`src/rtl/result_serializer.sv`:
```
// Parallel-to-serial result stage: a hold bank and a shift bank stream LANES results per word, lane 0 first.
// Optional macro SERIALIZER_RELU_EN clamps negative results to zero on the output mux.
module result_serializer #(
  parameter int LANES = 28,
  parameter int DW    = 20,
  parameter int COLS  = 28
) (
  input  logic                  clk,
  input  logic                  rst_n,
  input  logic                  load_i,
  input  logic [LANES*DW-1:0]   para_res_i,
  output logic [DW-1:0]         res_o,
  output logic                  valid_o,
  input  logic                  ready_i,
  output logic                  full_o,
  output logic                  frame_done_o,
  output logic                  ovf_o
);

  localparam int LW = (LANES > 1) ? $clog2(LANES) : 1;
  localparam int CW = (COLS > 1) ? $clog2(COLS) : 1;
  localparam logic [LW-1:0] LAST_LANE = LW'(LANES - 1);
  localparam logic [CW-1:0] LAST_COL  = CW'(COLS - 1);

  typedef enum logic {S_IDLE, S_STREAM} state_t;

  state_t                r_state, w_state_nxt;
  logic signed [DW-1:0]  r_hold  [LANES];
  logic signed [DW-1:0]  r_shift [LANES];
  logic                  r_full, r_ovf, r_fdone;
  logic [LW-1:0]         r_lane, w_lane_nxt;
  logic [CW-1:0]         r_col, w_col_nxt;
  logic                  w_accept, w_last, w_reload, w_load_ok, w_fdone_nxt;

  function automatic logic signed [DW-1:0] relu_clamp(input logic signed [DW-1:0] x);
`ifdef SERIALIZER_RELU_EN
    return x[DW-1] ? '0 : x;
`else
    return x;
`endif
  endfunction

  assign w_accept  = (r_state == S_STREAM) && ready_i;
  assign w_last    = (r_lane == LAST_LANE);
  // A draining hold bank can take a new word in the same edge without overflow.
  assign w_load_ok = load_i && (!r_full || w_reload);

  always_comb begin
    w_state_nxt = r_state;
    w_lane_nxt  = r_lane;
    w_col_nxt   = r_col;
    w_reload    = 1'b0;
    w_fdone_nxt = 1'b0;
    case (r_state)
      S_IDLE: begin
        if (r_full) begin
          w_state_nxt = S_STREAM;
          w_reload    = 1'b1;
          w_lane_nxt  = '0;
        end
      end
      S_STREAM: begin
        if (w_accept) begin
          if (w_last) begin
            w_lane_nxt  = '0;
            w_fdone_nxt = (r_col == LAST_COL);
            w_col_nxt   = (r_col == LAST_COL) ? '0 : r_col + 1'b1;
            if (r_full) w_reload    = 1'b1;
            else        w_state_nxt = S_IDLE;
          end else begin
            w_lane_nxt = r_lane + 1'b1;
          end
        end
      end
      default: w_state_nxt = S_IDLE;
    endcase
  end

  always_ff @(posedge clk or negedge rst_n) begin
    if (!rst_n) begin
      r_state <= S_IDLE;
      r_lane  <= '0;
      r_col   <= '0;
      r_full  <= 1'b0;
      r_ovf   <= 1'b0;
      r_fdone <= 1'b0;
    end else begin
      r_state <= w_state_nxt;
      r_lane  <= w_lane_nxt;
      r_col   <= w_col_nxt;
      r_fdone <= w_fdone_nxt;
      if (w_load_ok)     r_full <= 1'b1;
      else if (w_reload) r_full <= 1'b0;
      if (load_i && !w_load_ok) r_ovf <= 1'b1;
    end
  end

  // Data banks are cleared on reset so a mid-stream reset discards buffered words.
  always_ff @(posedge clk or negedge rst_n) begin
    if (!rst_n) begin
      for (int k = 0; k < LANES; k++) begin
        r_hold[k]  <= '0;
        r_shift[k] <= '0;
      end
    end else begin
      if (w_reload) r_shift <= r_hold;
      if (w_load_ok) begin
        for (int k = 0; k < LANES; k++) r_hold[k] <= para_res_i[k*DW +: DW];
      end
    end
  end

  assign valid_o      = (r_state == S_STREAM);
  assign res_o        = valid_o ? relu_clamp(r_shift[r_lane]) : '0;
  assign full_o       = r_full;
  assign frame_done_o = r_fdone;
  assign ovf_o        = r_ovf;

endmodule

```
`config.mk`:
```
export PLATFORM = sky130hd
export DESIGN_NAME = result_serializer
export DESIGN_NICKNAME = d
export VERILOG_FILES = /design/src/rtl/result_serializer.sv
export SDC_FILE = /design/constraint.sdc
export NUM_CORES = 1
export LEC_CHECK = 0
export CAP_MARGIN = 15
export CORE_ASPECT_RATIO = 2
export CORE_MARGIN = 5
export CORE_UTILIZATION = 40
export CTS_CLUSTER_DIAMETER = 150
export CTS_CLUSTER_SIZE = 16
export DETAILED_ROUTE_END_ITERATION = 7
export GPL_TIMING_DRIVEN = 0
export PLACE_DENSITY_LB_ADDON = 0.15
export SLEW_MARGIN = 20
export SYNTH_ARGS = -nofsm -noshare
export SYNTH_HDL_FRONTEND = slang
export SYNTH_SLANG_ARGS = --single-unit
export TNS_END_PERCENT = 10
```
`constraint.sdc`:
```
create_clock -name clk -period 2.7 [get_ports clk]
set_input_delay 0.405 -clock clk [delete_from_list [all_inputs] [get_ports clk]]
set_output_delay 0.405 -clock clk [all_outputs]
set_load 0.02 [all_outputs]
```
==> impl_metrics.tcl, run 1 <==
set metrics [dict create \
    status "finished with violations" \
    violations "negative hold slack, negative setup slack" \
    clk_latency_ps 680 \
    maxCapViolCount 0 \
    arrival_ps 2980 \
    grt.overflow.total 0 \
    power_w 0.0513 \
    path_common_cell "buf_12" \
    crit_slowest_cell "a22oi_2" \
    cts_sinks 1134 \
    setup_viol 20 \
    worstMarginPinSlew_ps 816 \
    yosys.area.top_type "dfrtp_1" \
    post-place-cells 4993 \
    rsz0062_at_grt "true" \
    async_flop_share 1.00 \
    die_x_um 256 \
    synth_top_area_frac 0.586 \
    ys_ff_latch 1134 \
    routedWlPerCell_um 29.4 \
    drive_gt1_frac 0.444 \
    p_per_area_nw_per_um2 841 \
    h-tree-depth 3 \
    crit_path_cell_trace "buf_6 -> buf_12 -> bufbuf_16 -> buf_12 -> mux2i_1 -> a22oi_2 -> a32oi_4 -> nor3_2 -> buf_4" \
    clkTransAtPathRegs_ps 80 \
    avgViaCountPerCell 5.23 \
    grt_pass1_vias 29400 \
    hpwlAfterDp_mm 114 \
    hp-class "in -> async" \
    crit_fanout 10 \
    clock_skew_ps 21.7 \
    grt_pass1_wl_mm 215 \
    grt_max_degree 144 \
    final_nets 4118 \
    antenna_found_initial 27 \
    cp_top_family "buffers and inverters" \
    fin_crit_sh 1.25 \
    ys_types 42 \
    hold_ws_ps -327 \
    fin_cells 5111 \
    synthCells 2852 \
    num_rows 180 \
    die_area_um2 129000 \
    crit_type "reg -> out" \
    ys.flop_type "dfrtp_1" \
    grt_use_total 0.230 \
    drt_iter0_markers 1268 \
    die_height_um 502 \
    synth_area_leaders "dfrtp_1 59%, mux2_2 14%, mux2_4 12%" \
    synth_nets 3418 \
    core_area_um2 120000 \
    cts_buffers 80 \
    worst-path-buf-inv 5 \
    syn2layout_area_growth_pct 26.0 \
    required_ps 2300 \
    ys_seq_area_frac 0.586 \
    wl_mm 150 \
    setup.worst_path.end_class "primary output" \
    clock_path_buffers 3 \
    dr.pass1.iters 4 \
    port_buffers 586 \
    ios 588 \
    cp-start-kind "register" \
    start_util 0.403 \
    slew_viol_final 0 \
    hold_viol 142 \
    vias 26700 \
    vdd.ir_drop.worst_mv 0.502 \
    cp_slowest_stage_delay_ps 460 \
    leakagePower_nw 27.9 \
    maxSlewHeadroom 0.456 \
    cts_tree "done" \
    layout_setup_ws_ps -681 \
    syn-mean-instance-area_um2 17.0 \
    yosysWarnings 0 \
    drc 0 \
    period_minus_slack_ps 3380 \
    synth_edf_count 0 \
    syn_area_um2 48400 \
    ant_nets 0 \
    routabilityCongestion 0.946 \
    fmax_mhz 296 \
    cts_root_buf "clkbuf_16" \
]
[cell families after synthesis]
group | count (synthesis) | share of synthesized area
AO/OA/AOI/OAI | 137 | 0.0208
adder cells (fa/ha/maj) | 2 | 0.000517
buffers and inverters | 191 | 0.0312
flip-flops | 1134 | 0.586
multiplexers | 1324 | 0.354
AND/OR/NAND/NOR | 64 | 0.00721
[power by group]
group | total (W) | internal [W] | switching [W]
logic | 0.0161 | 0.00829 | 0.00786
clock network | 0.0113 | 0.00543 | 0.00586
registers | 0.0239 | 0.0212 | 0.00264
total | 0.0513 | 0.0349 | 0.0164
[registers in the layout (all words and copies together) (netlist names)]
name          flops
r_shift         560
full_o            1
r_lane            5
valid_o           1
frame_done_o      1
r_col             5
ovf_o             1
r_hold          560
[layout make-up]
cell class / instances / area [um^2]
fillers: 10200 / 59300
flip-flops and latches: 1134 / 28400
multi-input cells: 1527 / 20200
repair buffers: 620 / 6520
clock buffers: 83 / 2070
well taps: 1547 / 1940
plain buffers: 186 / 1850
clock inverters: 3 / 33.8
diodes: 8 / 20.0
inverters: 3 / 11.3
[Yosys cell counts, types with 2 or more instances]
cell / n
mux4_2: 80
mux2_2: 599
nor3_1: 20
clkbuf_1: 31
nor2_1: 7
a32oi_1: 20
buf_2: 51
o22ai_1: 40
ha_1: 2
mux2_1: 123
nor2b_1: 3
dfrtp_1: 1134
a21oi_1: 3
buf_6: 90
nand3b_1: 4
nand3_1: 6
mux2_4: 400
or3_1: 2
mux2i_1: 122
inv_1: 3
nand2_1: 11
nand4b_1: 2
a22oi_1: 40
o21ai_0: 7
o221ai_1: 20
buf_4: 15
and4b_1: 2
[per-layer routing]
layer / global-route usage / vias to the layer above / part of all wire / routed length, um
met5: 0 / - / 0.0013 / 188
met4: 0.0739 / 30 / 0.035 / 5180
met3: 0.0487 / 174 / 0.051 / 7720
met2: 0.406 / 692 / 0.51 / 77200
met1: 0.282 / 14000 / 0.40 / 59700
li1: - / 11800 / - / -
[cell usage in the layout (no fill, tap or decap), types with 3 or more instances in the layout]
cell type	n
o22ai_2	22
nor2_1	6
clkbuf_2	20
nand3_1	6
clkbuf_4	4
nand2_1	11
mux4_2	80
mux2_2	599
a22oi_2	33
o21ai_0	7
clkbuf_8	3
buf_2	40
nor3_2	17
dfrtp_1	1134
buf_4	35
buf_12	12
a32oi_4	13
diode_2	8
a32oi_2	6
nand3b_1	4
clkdlybuf4s50_1	565
o221ai_4	19
clkbuf_16	89
a22oi_1	7
mux2i_2	16
mux2_1	123
buf_8	3
nor2b_1	3
mux2i_4	41
buf_16	17
o22ai_1	14
mux2_4	400
a21oi_1	3
buf_6	97
o22ai_4	4
mux2i_1	65
inv_1	3
nor3_1	3
[metrics by stage]
| step | util | cell area, um^2 | TNS [ps] | setup WS (ps) | hold slack, ps |
|---|---|---|---|---|---|
| 2_1_floorplan | - | 48400 | 0 | 488 | 109 |
| 4_1_cts | 0.503 | 60500 | -14850 | -768 | -311 |
| 3_5_place_dp | 0.470 | 56500 | -233630 | -1370 | 444 |
| 6_report | 0.507 | 61000 | -11880 | -681 | -327 |
| 3_3_place_gp | 0.468 | 56200 | - | -51090 | 461 |
| 5_1_grt | 0.507 | 61000 | -13330 | -721 | -291 |
[timing repair]
item,CTS,global route
endpoints found under the setup margin,20,244
hold endpoints to repair,142,142
pin swaps,38,35
gates cloned,3,7
gates resized for setup,447,81
setup buffers,11,5
[worst paths after layout]
| path | endpoint | slack (ps) | cells after the start | from |
|---|---|---|---|---|
| min in group clk | r_lane[3] | 90 | 3 | ready_i |
| setup / recovery | res_o[11] | -680 | 9 | r_lane[0] |
| hold reg to reg | r_shift[548] | 480 | 1 | r_hold[548] |
| setup reg to reg | r_shift[102] | 100 | 8 | r_lane[0] |
| max in group asynchronous | r_shift[84] | 670 | 5 | rst_n |
| hold / removal | r_shift[193] | -330 | 1 | rst_n |
(Power assumes the default switching activity.)
==> run 2, diff against run 1 <==
- GPL_ROUTABILITY_DRIVEN: unset -> 0
==> results of run 2 <==
Same layout as run 1: the final DEF is identical, and so are final timing and power.
